==> config.mk <==
export PLATFORM = sky130hd
export DESIGN_NAME = seq_divider
export DESIGN_NICKNAME = d
export VERILOG_FILES = /design/src/rtl/seq_divider.sv
export SDC_FILE = /design/constraint.sdc
export NUM_CORES = 1
export LEC_CHECK = 0
export BUFFER_PORTS_ARGS = -buffer_cell sky130_fd_sc_hd__buf_4
export CELL_PAD_IN_SITES_DETAIL_PLACEMENT = 0
export CELL_PAD_IN_SITES_GLOBAL_PLACEMENT = 2
export CORE_MARGIN = 1
export CORE_UTILIZATION = 30
export DETAILED_ROUTE_END_ITERATION = 10
export PLACE_DENSITY = 0.78
export REMOVE_ABC_BUFFERS = 1
export SYNTH_ARGS = -nofsm -noshare
export SYNTH_HDL_FRONTEND = slang
export SYNTH_SLANG_ARGS = --single-unit
==> constraint.sdc <==
create_clock -name clk -period 7.1 [get_ports clk]
set_input_delay 0 -clock clk [delete_from_list [all_inputs] [get_ports clk]]
set_output_delay 0 -clock clk [all_outputs]
set_load 0.03 [all_outputs]
==> src/rtl/seq_divider.sv <==
// seq_divider: 16-bit signed sequential divider (restoring algorithm).
//
// Ports:
//   clk, rst_n            rising-edge clock, asynchronous active-low reset
//   dividend, divisor     signed operands, captured when src_valid && src_ready
//   src_valid / src_ready operand handshake (src_ready high only in IDLE)
//   quotient, remainder   signed result, held stable while dest_valid is high
//   dest_valid/dest_ready result handshake (dest_valid high only in DONE)
//   div_by_zero           present only when SEQ_DIVIDER_DBZ_FLAG_EN is defined
//   dbg_state             current FSM state (IDLE=0, CALC=1, DONE=2)
//
// Handshake: a transfer happens on a rising edge where valid and ready are both
// high; valid never waits on ready, and the producer holds data stable until the
// transfer completes.
//
// Timing: accept on edge k, 16 iterations on edges k+1..k+16, dest_valid high
// after edge k+16 regardless of operand values.
module seq_divider (
  input  logic        clk,
  input  logic        rst_n,
  input  logic [15:0] dividend,
  input  logic [15:0] divisor,
  input  logic        src_valid,
  output logic        src_ready,
  output logic [15:0] quotient,
  output logic [15:0] remainder,
  output logic        dest_valid,
  input  logic        dest_ready,
`ifdef SEQ_DIVIDER_DBZ_FLAG_EN
  output logic        div_by_zero,
`endif
  output logic [1:0]  dbg_state
);

  typedef enum logic [1:0] {
    IDLE = 2'd0,
    CALC = 2'd1,
    DONE = 2'd2
  } state_t;

  state_t      state_q, state_d;
  logic [3:0]  cnt_q, cnt_d;
  logic [15:0] dvd_q, dvd_d;          // raw dividend: sign source and div-by-zero remainder
  logic        dvs_neg_q, dvs_neg_d;
  logic [16:0] dvs_mag_q, dvs_mag_d;
  logic [15:0] quo_q, quo_d;          // dividend magnitude shifts out, quotient bits shift in
  logic [16:0] acc_q, acc_d;          // partial remainder
  logic [15:0] quotient_q, quotient_d;
  logic [15:0] remainder_q, remainder_d;
  logic        dest_valid_q, dest_valid_d;
`ifdef SEQ_DIVIDER_DBZ_FLAG_EN
  logic        dbz_q, dbz_d;
`endif

  // 17-bit magnitudes so that |-32768| = 0x8000 is representable.
  logic [16:0] in_dvd_mag, in_dvs_mag;
  assign in_dvd_mag = dividend[15] ? (17'd0 - {dividend[15], dividend}) : {1'b0, dividend};
  assign in_dvs_mag = divisor[15]  ? (17'd0 - {divisor[15],  divisor})  : {1'b0, divisor};

  // One restoring step: shift in next dividend bit, subtract if it fits.
  logic [16:0] shifted;
  logic [17:0] diff;
  logic        fits;
  logic [16:0] acc_next;
  logic [15:0] quo_next;
  logic [15:0] q_signed, r_signed;

  always_comb begin
    shifted  = {acc_q[15:0], quo_q[15]};
    diff     = {1'b0, shifted} - {1'b0, dvs_mag_q};
    fits     = ~diff[17];
    acc_next = fits ? diff[16:0] : shifted;
    quo_next = {quo_q[14:0], fits};
    // Quotient magnitude 0x8000 negates to itself, which covers -32768/-1 and -32768/1.
    q_signed = (dvd_q[15] ^ dvs_neg_q) ? (16'd0 - quo_next) : quo_next;
    r_signed = dvd_q[15] ? (16'd0 - acc_next[15:0]) : acc_next[15:0];
  end

  always_comb begin
    state_d      = state_q;
    cnt_d        = cnt_q;
    dvd_d        = dvd_q;
    dvs_neg_d    = dvs_neg_q;
    dvs_mag_d    = dvs_mag_q;
    quo_d        = quo_q;
    acc_d        = acc_q;
    quotient_d   = quotient_q;
    remainder_d  = remainder_q;
    dest_valid_d = dest_valid_q;
`ifdef SEQ_DIVIDER_DBZ_FLAG_EN
    dbz_d        = dbz_q;
`endif
    case (state_q)
      IDLE: begin
        if (src_valid) begin
          state_d   = CALC;
          cnt_d     = 4'd0;
          dvd_d     = dividend;
          dvs_neg_d = divisor[15];
          dvs_mag_d = in_dvs_mag;
          quo_d     = in_dvd_mag[15:0];
          acc_d     = 17'd0;
`ifdef SEQ_DIVIDER_DBZ_FLAG_EN
          dbz_d     = (divisor == 16'd0);
`endif
        end
      end
      CALC: begin
        acc_d = acc_next;
        quo_d = quo_next;
        cnt_d = cnt_q + 4'd1;
        if (cnt_q == 4'd15) begin
          state_d      = DONE;
          dest_valid_d = 1'b1;
          if (dvs_mag_q == 17'd0) begin
            quotient_d  = 16'hFFFF;
            remainder_d = dvd_q;
          end else begin
            quotient_d  = q_signed;
            remainder_d = r_signed;
          end
        end
      end
      DONE: begin
        if (dest_ready) begin
          state_d      = IDLE;
          dest_valid_d = 1'b0;
`ifdef SEQ_DIVIDER_DBZ_FLAG_EN
          dbz_d        = 1'b0;
`endif
        end
      end
      default: begin
        state_d      = IDLE;
        dest_valid_d = 1'b0;
      end
    endcase
  end

  always_ff @(posedge clk or negedge rst_n) begin
    if (!rst_n) begin
      state_q      <= IDLE;
      cnt_q        <= 4'd0;
      dvd_q        <= 16'd0;
      dvs_neg_q    <= 1'b0;
      dvs_mag_q    <= 17'd0;
      quo_q        <= 16'd0;
      acc_q        <= 17'd0;
      quotient_q   <= 16'd0;
      remainder_q  <= 16'd0;
      dest_valid_q <= 1'b0;
`ifdef SEQ_DIVIDER_DBZ_FLAG_EN
      dbz_q        <= 1'b0;
`endif
    end else begin
      state_q      <= state_d;
      cnt_q        <= cnt_d;
      dvd_q        <= dvd_d;
      dvs_neg_q    <= dvs_neg_d;
      dvs_mag_q    <= dvs_mag_d;
      quo_q        <= quo_d;
      acc_q        <= acc_d;
      quotient_q   <= quotient_d;
      remainder_q  <= remainder_d;
      dest_valid_q <= dest_valid_d;
`ifdef SEQ_DIVIDER_DBZ_FLAG_EN
      dbz_q        <= dbz_d;
`endif
    end
  end

  assign src_ready  = (state_q == IDLE);
  assign quotient   = quotient_q;
  assign remainder  = remainder_q;
  assign dest_valid = dest_valid_q;
  assign dbg_state  = state_q;
`ifdef SEQ_DIVIDER_DBZ_FLAG_EN
  assign div_by_zero = dbz_q;
`endif

endmodule

======== After elaboration in Yosys (flattened, before gate mapping) ========
Index checks and enable logic that the tools add are counted.
word-level totals
  bits in read-only memories .............. 0
  word-level logic and storage cells ...... 53
  latch bits .............................. 0
  flip-flop bits (word level) ............. 105
  RAM bits ................................ 0
  memories ................................ 0
  bits of input ports ..................... 36
operators by class
  eq/ne operators ......................... 6
  div/mod/pow operators ................... 0
  $lt $le $gt $ge ......................... 0
  bitwise operators ....................... 3
  add/subtract/negate cells ............... 6
  reductions and logical operators ........ 8
  shift-type cells ........................ 0
  multiplexer cells ....................... 20
  $mul .................................... 0
operators with widths
  kind                   count
  $mux 16                8
  $pmux 16 s2            2
  $sub 1x16->16 const A  3
  $sub 17x17->18         1
  $logic_not 17->1       1
  $mux 17                1
  $sub 1x16->17 const A  1
  $pmux 4 s2             1
  $mux 2                 3
  $ne 2x2->1 const B     3
  $pmux 2 s3             1
  $reduce_and 2->1       3
  $reduce_and 3->1       2
  $add 4x1->4 const B    1
  $eq 4x4->1 const B     1
  $mux 4                 1
  $pmux 1 s3             1
  $eq 2x1->1 const B     1
  $eq 2x2->1 const B     1
  $logic_not 2->1        1
  $mux 1                 2
  $not 1->1              2
  $reduce_bool 2->1      1
  $xor 1x1->1            1

======== Depth between registers and ports, before layout ========
Gate-level depths: netlist of the first run.
  word-level depth ........................ 5
  mapped depth ............................ 19

======== Worst setup path after synthesis of the first run ========
OpenSTA, ideal clock, no wires.
  path kind ............................... register -> register
  start point ............................. register acc_q[3]
  end point ............................... register remainder_q[8], in the netlist remainder[8]
  clock period less this slack ............ 3548 ps
  data arrival time ....................... 3472 ps
  cell stages (with the launch flop) ...... 18
  library setup time ...................... 77 ps
  data required time ...................... 7023 ps
  path slack .............................. 3552 ps
  path through ............................ dfrtp_1 -> ha_1 -> a21oi_1 -> and2_1 -> a21oi_1 -> o21ai_4 -> nand2_4 -> inv_2 -> buf_2 -> mux2i_1 -> ha_1 -> nand2_1 -> a211oi_1 -> o21ai_0 -> a221oi_1 -> a31oi_1 -> xor2_1 -> o21ai_1
on the way
  longest elaborated chain between the ends .. 5
ends and longest elaborated chain
  element                 line  text
  from (decl)             47    logic [16:0] acc_q, acc_d;
  from (signal assigned)  148   acc_q <= 17'd0;
  from (signal assigned)  162   acc_q <= acc_d;
  $sub 17x17->18          70    diff = {1'b0, shifted} - {1'b0, dvs_mag_q};
  $mux 16 (*)             72    acc_next = fits ? diff[16:0] : shifted;
  $sub 1x16->16           76    r_signed = dvd_q[15] ? (16'd0 - acc_next[15:0]) : acc_next[15:0];
  $mux 16 (*)             76
  $mux 16 (*)             115   if (dvs_mag_q == 17'd0) begin
  to (signal assigned)    164   remainder_q <= remainder_d;
  to (decl)               49    logic [15:0] remainder_q, remainder_d;
Every way passes the cells marked *; elsewhere a longest branch is shown, timed or not.
A chain may end at the register's enable or synchronous reset.

======== Worst setup path after layout of the first run ========
  start point ............................. register acc_q[9]
  end point ............................... register remainder_q[8], in the netlist remainder[8]
on the way
  longest elaborated chain between the ends .. 5
ends and longest elaborated chain
  element             line
  $sub 17x17->18 (*)  70
  $mux 16 (*)         72
  $sub 1x16->16       76
  $mux 16 (*)         76
  $mux 16 (*)         115
Marks and branches as above.

==> flow_metrics.tcl, run 1 <==
set metrics [dict create \
    synth_top_area_frac 0.393 \
    cts_setup_buffers 0 \
    design.core.area_um2 21800 \
    yosysSeqAreaShare 0.393 \
    grtUsageTotal 0.178 \
    clock_latency_ns 0.36 \
    rsz0062_at_grt "no" \
    synthCells 785 \
    ys_warn_count 0 \
    dp_slack_ns 2.70 \
    layout_setup_ws_ns 2.64 \
    syn_to_final_growth_pct 22.0 \
    grt_overflow 0 \
    grt_pass1_wl_um 31300 \
    fin_crit_sh 0.628 \
    post-route-min-period_ns 4.46 \
    yosysTopAreaCell "dfrtp_1" \
    totalWireLength_um 19400 \
    port_buffers 71 \
    critPathCapture "remainder[8]" \
    synthMostInstantiatedCell "nand2_1" \
    synth_cell_types 66 \
    p_per_area_nw_per_um2 567 \
    r2r-end "remainder[8]" \
    hold_viol 0 \
    place.gp.congestion 0.820 \
    cp_common_cell "ha_1" \
    tightest_slew_ns 0.925 \
    synth-seq-cells 105 \
    die_w_um 151 \
    synthTopCellsByArea "dfrtp_1 (39%), o21ai_0 (6.8%), nand2_1 (6.7%), xor2_1 (4.4%), ha_1 (4.1%)" \
    power.leakage_nw 3.61 \
    via_count 6030 \
    cts_max_path_buffers 2 \
    fmax_ghz 0.224 \
    h-tree-depth 3 \
    r2r_slack_ns 2.64 \
    crit_fanout 22 \
    avgSynthCellArea_um2 8.53 \
    drive_gt1_frac 0.124 \
    end_kind "register" \
    drc_errors 0 \
    async_flop_share 1.00 \
    fin_hold_ws_ns 0.0262 \
    crit_path_start_kind "register" \
    root_buffer "clkbuf_16" \
    io_pins 72 \
    ys.flop_type "dfrtp_1" \
    status "complete, no violations" \
    tns_ns 0 \
    layoutNonFillerInstCount 1157 \
    first_iter_violations 316 \
    path_clk_slew_ns 0.08 \
    cp.required_ns 7.37 \
    cpPeakStageDelay_ns 0.44 \
    clkSinkCount 105 \
    place_inst 1106 \
    grt_max_degree 78 \
    synth_area_um2 6690 \
    nets 932 \
    finalSetupViolCount 0 \
    crit_type "register to register" \
    netlist_top_cells_count "nand2_1 (119), dfrtp_1 (105), o21ai_0 (91)" \
    die_area_um2 22900 \
    diodes 0 \
    antenna_found_initial 0 \
    start_util 0.307 \
    ff2ff_path_depth 16 \
    worstPathCellList "ha_1 > a21o_1 > a31oi_4 > or2_1 > and2_1 > nand2_4 > inv_2 > mux2i_1 > ha_1 > nand2_1 > a211oi_1 > o21ai_0 > a221oi_1 > a31oi_1 > xor2_1 > o21ai_1" \
    max_slew_margin 0.376 \
    final_util 0.374 \
    grt_pass1_vias 5800 \
    tritoncts.num_buffers 9 \
    drtPass1Iterations 4 \
    maxSlewViolCount 0 \
    peakVddDrop_v 0.000216 \
    cap_violations 0 \
    fp-row-count 54 \
    slowest_stage "a221oi_1" \
    wl_per_cell_um 16.8 \
    finClkSkew_ns 0.0136 \
    vias_per_cell 5.21 \
    antenna_left 0 \
    die_h_um 151 \
    hp-class "input port to register" \
    cts_tree "yes" \
    cp.arrival_ns 4.73 \
    synth_edf_count 0 \
    worstSetupStartpoint "acc_q[9]" \
    reg2reg_from "acc_q[9]" \
    dp_hpwl_um 14000 \
]
## state kept, by name (all words and copies together) (netlist names)
register    flops
dvs_mag_q      17
acc_q          16
dvd_q          16
quo_q          16
quotient       16
remainder      16
cnt_q           4
dbg_state       2
dest_valid      1
dvs_neg_q       1
## power by group
part | leakage, nW | internal, W | switching (W) | total (W)
logic | 2.15 | 0.00115 | 0.00177 | 0.00292
registers | 1.30 | 0.000887 | 0.000271 | 0.00116
clock network | 0.154 | 0.000311 | 0.000243 | 0.000554
## stage by stage
step                      power, W  cell area (um^2)
after floorplan            0.00322              6530
after global placement     0.00407              7490
after detailed placement   0.00408              7490
after CTS                  0.00466              8160
after global routing       0.00506              8160
final                      0.00463              8160
## layout make-up
class | count | area, um^2
Clock inverter | 5 | 86.3
Inverter | 29 | 109
Multi-Input combinational cell | 612 | 3800
Sequential cell | 105 | 2630
Fill cell | 2264 | 13700
Tap cell | 280 | 350
Clock buffer | 10 | 229
Timing Repair Buffer | 116 | 961
## what timing repair did
action                     4_1_cts  5_1_grt
setup endpoints to repair        0        0
hold endpoints to repair       100        0
gates resized for setup          0        0
hold buffers                    36        0
## layer usage
layer / GRT usage / up-vias / wire (um)
met5: 0 / - / 0
met4: 0.0575 / 0 / 314
met3: 0.0169 / 17 / 473
met2: 0.273 / 92 / 8780
met1: 0.259 / 2943 / 9860
li1: - / 2978 / -
## cell usage in the layout, fill, tap and decap left out, types with 19 or more instances in the layout
cell type and instances:
nand2_1 118, dfrtp_1 105, o21ai_0 91, xor2_1 34, ha_1 22, nor2_1 44, xnor2_1 24, nand3_1 34
buf_4 80, a21oi_1 32, inv_1 28, or3_1 19, dlygate4sd3_1 36
## how the worst min path moves through the flow
stage	to	cells after the start	slack, ns	from
detailed placement	quotient[13]	1	0.09	rst_n
finish	dvd_q[15]	3	0.03	dividend[15]
global route	dvd_q[15]	3	0.04	dividend[15]
CTS	dvd_q[15]	3	0.01	dividend[15]
floorplan	acc_q[0]	0	-0.30	rst_n
global placement	quotient[14]	1	0.09	rst_n
## logic make-up after synthesis
logic type	share of synthesized area
compound gates	0.219
xor+xnor	0.0759
fa+ha+maj	0.0441
buf+inv	0.0409
flops	0.393
mux	0.0241
simple gates	0.203
## worst max-delay path: cells and delay by family, from the launching register on
kind	cells	cell delay [ns]
xor+xnor	1	0.16
compound gates	7	1.57
simple gates	4	0.90
mux	1	0.32
flops	1	0.43
fa+ha+maj	2	0.61
buf+inv	1	0.34
(Power assumes the default switching activity.)
==> run 2, diff against run 1 <==
Clock period 7.1 ns to 4.3 ns, I/O delays scaled along.
==> run 2 against run 1 <==
Effect of this change:
- register-to-register slack worse by 2.2 ns
- setup slack worse by 2.2 ns
- flip-flop and latch count unchanged
- wire length down 0.76%
- core utilization up 0.19 points
- critical endpoint unchanged
==> flow_metrics.tcl, run 2 (synthesis results as in run 1) <==
set metrics [dict create \
    post-route-min-period_ns 3.86 \
    max_slew_margin 0.354 \
    io_pins 72 \
    power_w 0.00765 \
    nets 938 \
    fmax_ghz 0.259 \
    antenna_left 0 \
    h-tree-depth 3 \
    grt_overflow 0 \
    design.core.area_um2 21800 \
    finClkSkew_ns 0.00917 \
    cap_violations 0 \
    die_w_um 151 \
    cpPeakStageDelay_ns 0.55 \
    antenna_found_initial 0 \
    peakVddDrop_v 0.000326 \
    drc_errors 0 \
    multi_input_area_um2 3810 \
    dp_hpwl_um 13900 \
    grt_pass1_vias 5769 \
    critical-path-top-delay-family "compound AO/OA/AOI/OAI gates" \
    cp.required_ns 4.59 \
    grt_max_degree 78 \
    clock_latency_ns 0.36 \
    root_buffer "clkbuf_16" \
    drtPass1Iterations 4 \
    hold_viol 0 \
    layout_common_cells "nand2_1 (118), dfrtp_1 (105), o21ai_0 (91)" \
    grtUsageTotal 0.179 \
    first_iter_violations 277 \
    largest_reg_flops 17 \
    cts_max_path_buffers 2 \
    cts_tree "yes" \
    hp-class "input port to register" \
    p_per_area_nw_per_um2 933 \
    power.leakage_nw 3.64 \
    die_h_um 151 \
    grt_util_met2 0.274 \
    grt.met3_usage 0.0169 \
    wl_per_cell_um 16.6 \
    cp.arrival_ns 4.15 \
    grt_pass1_wl_um 31600 \
    maxSlewViolCount 0 \
    crit_fanout 10 \
    vias_per_cell 5.15 \
    clkSinkCount 105 \
    tns_ns 0 \
    regArea_um2 2630 \
    final_common_cell "nand2_1" \
    diodes 0 \
    met1_usage 0.261 \
    port_buffers 71 \
    status "complete, no violations" \
    crit_type "register to register" \
    syn_to_final_growth_pct 22.6 \
    start_util 0.307 \
    fp-row-count 54 \
    drive_gt1_frac 0.133 \
    tightest_slew_ns 0.970 \
    totalWireLength_um 19300 \
    die_area_um2 22900 \
    end_kind "register" \
    fill_cells 2287 \
    largest-register "dvs_mag_q" \
    slowest_stage "o21ai_0" \
    tritoncts.num_buffers 9 \
    crit_buf_inv 1 \
    worstPathCellList "ha_1 > a21oi_1 > o21ai_0 > o21ai_4 > nand2_4 > inv_2 > a21oi_1 > ha_1 > nand2_1 > a211oi_1 > o21ai_0 > a221oi_1 > a31oi_1 > xor2_1 > o21ai_1" \
    finalSetupViolCount 0 \
    path_clk_slew_ns 0.07 \
    crit_path_start_kind "register" \
    rsz0062_at_grt "no" \
    busiest_layer "met2" \
    fin_crit_sh 0.897 \
    via_count 5989 \
    place.gp.congestion 0.857 \
]
-- run 2: final timing paths --
| path | slack, ns | end | from | cells past startpoint |
|---|---|---|---|---|
| setup / recovery | 0.44 | remainder[8] | acc_q[5] | 15 |
| hold / removal | 0.0001 | dvs_mag_q[4] | divisor[4] | 3 |
| setup reg to reg | 0.44 | remainder[8] | acc_q[5] | 15 |
| hold reg to reg | 0.47 | dvd_q[8] | dvd_q[8] | 2 |
| max in group asynchronous | 2.93 | acc_q[1] | rst_n | 3 |
| min in group asynchronous | 0.34 | dest_valid | rst_n | 2 |
-- run 2: per-layer routing --
layer,share of wire,vias up
met1,0.51,2883
met3,0.023,19
met2,0.45,86
met4,0.016,0
met5,0,-
li1,-,3001
-- run 2: what timing repair did --
action                                 CTS  global route
endpoints found under the hold margin  120             0
buffers inserted                         0             2
setup endpoints to repair                0             1
gates resized for setup                  0             0
hold buffers                            35             0
-- run 2: tightest hold or removal path: stages --
cell and delay, ns:
buf_4 0.10, xor2_1 0.07, o21ai_0 0.15
-- run 2: final cells by class --
class | instances | area share
flip-flops and latches | 105 | 0.320
repair buffers | 122 | 0.122
inverters | 29 | 0.0133
multi-input cells | 612 | 0.464
clock inverters | 6 | 0.00854
well taps | 280 | 0.0427
clock buffers | 10 | 0.0291
-- run 2: power breakdown --
| group | total (W) | switching [W] | internal, W | leakage (nW) |
|---|---|---|---|---|
| Combinational | 0.00485 | 0.00289 | 0.00196 | 2.19 |
| Clock | 0.000895 | 0.000418 | 0.000476 | 0.154 |
| Sequential | 0.00190 | 0.000439 | 0.00147 | 1.30 |
| Total | 0.00765 | 0.00375 | 0.00390 | 3.64 |
-- run 2: through the flow --
stage,hold WS (ns),worst slack [ns],area [um^2],cells,util
floorplan,-0.296,0.617,6530,746,-
global placement,0.221,0.442,7530,1111,0.345
detailed placement,0.235,0.333,7530,1111,0.345
CTS,0.0148,0.295,8190,1162,0.375
global route,0.0362,0.0449,8210,1164,0.376
finish,0.000119,0.444,8210,1164,0.376
==> run 3, diff against run 2 <==
Settings changed: ABC_AREA set to 1, PLACE_DENSITY 0.78 to 0.81.
==> run 3 against run 2 <==
Effect of this change:
- the flow now finishes with violations (hold timing)
- cell count is 16% higher
- final area is 2.3% higher
- critical path type unchanged
- core utilization is 0.52 points lower
- hold slack worse by 0.0042 ns
==> flow_metrics.tcl, run 3 <==
set metrics [dict create \
    clock_latency_ns 0.36 \
    crit_buf_inv 4 \
    crit_fanout 25 \
    tns_ns 0 \
    grtUsageTotal 0.195 \
    final_common_cell "nand2_1" \
    vias_per_cell 4.85 \
    ys_warn_count 0 \
    fin_hold_ws_ns -0.00411 \
    critical-path-top-delay-family "simple AND/OR/NAND/NOR gates" \
    whs_path_depth 3 \
    place.gp.congestion 0.831 \
    min_from "divisor[7]" \
    drive_gt1_frac 0.136 \
    synth_xor_xnor_area_share 0.0430 \
    root_buffer "clkbuf_16" \
    reg2reg_from "dvs_mag_q[15]" \
    dp_hpwl_um 16400 \
    hp-class "input port to register" \
    violations "hold timing" \
    place_inst 1298 \
    synthTopCellsByArea "dfrtp_1 (38%), nand2_1 (14%), inv_1 (6.8%), o21ai_0 (5.6%), nand3_1 (4.7%)" \
    fmax_ghz 0.290 \
    grt_overflow 0 \
    die_w_um 154 \
    crit_path_start_kind "register" \
    h-tree-depth 3 \
    grt_max_degree 67 \
    grt_pass1_vias 6535 \
    wl_per_cell_um 16.2 \
    diodes 0 \
    drc_errors 0 \
    antenna_left 0 \
    synth_edf_count 0 \
    largest-register "dvs_mag_q" \
    tightest_slew_ns 0.924 \
    totalWireLength_um 21700 \
    synth_area_um2 6930 \
    cp.required_ns 4.55 \
    muxShareOfSynthArea 0.00144 \
    status "finished, violations left" \
    die_area_um2 23700 \
    fin_crit_sh 0.802 \
    synth_cell_types 50 \
    worstPathCellList "inv_1 > ha_1 > nand2_1 > inv_1 > nand2_1 > nand2_1 > a21oi_4 > nand2_8 > inv_2 > ha_1 > nand4_1 > nand2_1 > o21ai_0 > inv_1 > nand3_1 > a21oi_1 > nor2_1 > nor2_1 > a21oi_1" \
    slowest_stage "a21oi_4" \
    start_util 0.306 \
    layout_common_cells "nand2_1 (263), inv_1 (126), dfrtp_1 (105)" \
    cp_common_cell "nand2_1" \
    via_count 6525 \
    fp-row-count 55 \
    end_kind "register" \
    synthMostInstantiatedCell "nand2_1" \
    io_pins 72 \
    ff2ff_path_depth 19 \
    yosysSeqAreaShare 0.379 \
    hold_viol 1 \
    path_clk_slew_ns 0.08 \
    tritoncts.num_buffers 9 \
    synth_top_family_by_area "simple AND/OR/NAND/NOR gates" \
    syn_to_final_growth_pct 21.2 \
    netlist_top_cells_count "nand2_1 (264), inv_1 (126), dfrtp_1 (105)" \
    maxSlewViolCount 0 \
    synth_compound_area_frac 0.140 \
    synth_top_area_frac 0.379 \
    cap_violations 0 \
    die_h_um 154 \
    antenna_found_initial 0 \
    post-route-min-period_ns 3.45 \
    synth-seq-cells 105 \
    final_util 0.371 \
    synthSimpleGateAreaFrac 0.300 \
    drtPass1Iterations 5 \
    largest_reg_flops 17 \
    min_to "dvs_mag_q[7]" \
    synthAdderAreaFrac 0.0426 \
    finalSetupViolCount 0 \
    max_slew_margin 0.382 \
    nets 1115 \
    cts_tree "yes" \
    avgSynthCellArea_um2 7.19 \
    yosysTopAreaCell "dfrtp_1" \
    postCtsResizedCells 0 \
    synthCells 964 \
    cpPeakStageDelay_ns 0.44 \
    r2r-end "quotient[14]" \
    grt_pass1_wl_um 36000 \
    finClkSkew_ns 0.0139 \
    cp.arrival_ns 3.70 \
    ys.flop_type "dfrtp_1" \
    layoutNonFillerInstCount 1346 \
    crit_type "register to register" \
    first_iter_violations 463 \
    rsz0062_at_grt "no" \
    port_buffers 71 \
    r2r_slack_ns 0.85 \
    clkSinkCount 105 \
    design.core.area_um2 22600 \
    cts_max_path_buffers 2 \
    async_flop_share 1.00 \
]
-- run 3: how the worst max path moves through the flow --
stage          cells after the start  slack (ns)           from           end
3_3_place_gp                      19        0.90  dvs_mag_q[15]  quotient[14]
5_1_grt                           19        0.44  dvs_mag_q[15]  quotient[14]
2_1_floorplan                      9        0.09   dbg_state[0]   quotient[3]
6_report                          19        0.85  dvs_mag_q[15]  quotient[14]
4_1_cts                           19        0.84  dvs_mag_q[11]  quotient[14]
3_5_place_dp                      19        0.86  dvs_mag_q[11]  quotient[14]
-- run 3: worst reg2reg max path, cell delays in order, from the launching register on --
cell     delay, ns
dfrtp_1       0.35
inv_1         0.07
ha_1          0.32
nand2_1       0.18
inv_1         0.06
nand2_1       0.06
nand2_1       0.08
a21oi_4       0.44
nand2_8       0.23
inv_2         0.20
ha_1          0.28
nand4_1       0.14
nand2_1       0.10
o21ai_0       0.13
inv_1         0.14
nand3_1       0.14
a21oi_1       0.19
nor2_1        0.06
nor2_1        0.10
a21oi_1       0.08
-- run 3: timing repair --
action                                 CTS  global route
endpoints found under the hold margin  101             0
buffers inserted                         0             0
hold buffers                            32             0
-- run 3: logic make-up (layout without fill, tap and decap cells) --
family / Yosys count / count (layout)
simple gates: 469 / 469
compound gates: 167 / 167
buf+inv: 165 / 262
flops: 105 / 105
xor+xnor: 34 / 34
fa+ha+maj: 23 / 23
mux: 1 / 1
-- run 3: stage by stage --
| stage | setup WS (ns) | area [um^2] | hold slack [ns] |
|---|---|---|---|
| after global routing | 0.441 | 8400 | 0.0227 |
| final | 0.854 | 8400 | -0.00411 |
| after global placement | 0.901 | 7750 | 0.209 |
| after CTS | 0.841 | 8400 | 0.00405 |
| after floorplan | 0.0908 | 6780 | -0.296 |
| after detailed placement | 0.864 | 7750 | 0.205 |
-- run 3: cell type report --
class / count / area, um^2
clock inverter: 5 / 85.1
fill: 2399 / 14200
tap: 285 / 357
timing repair buffer: 112 / 921
sequential: 105 / 2630
clock buffer: 11 / 243
multi-input combinational: 694 / 3660
inverter: 134 / 503
-- run 3: metal layers --
layer / GRT usage / wire length, um / part of all wire
met5: 0 / 0 / 0
met4: 0.0514 / 260 / 0.012
met3: 0.0189 / 556 / 0.026
met2: 0.301 / 9560 / 0.44
met1: 0.289 / 11400 / 0.52
Power of run 3 is not shown: default switching activity piles up to over one toggle a cycle in this logic, so the estimate is an artifact.
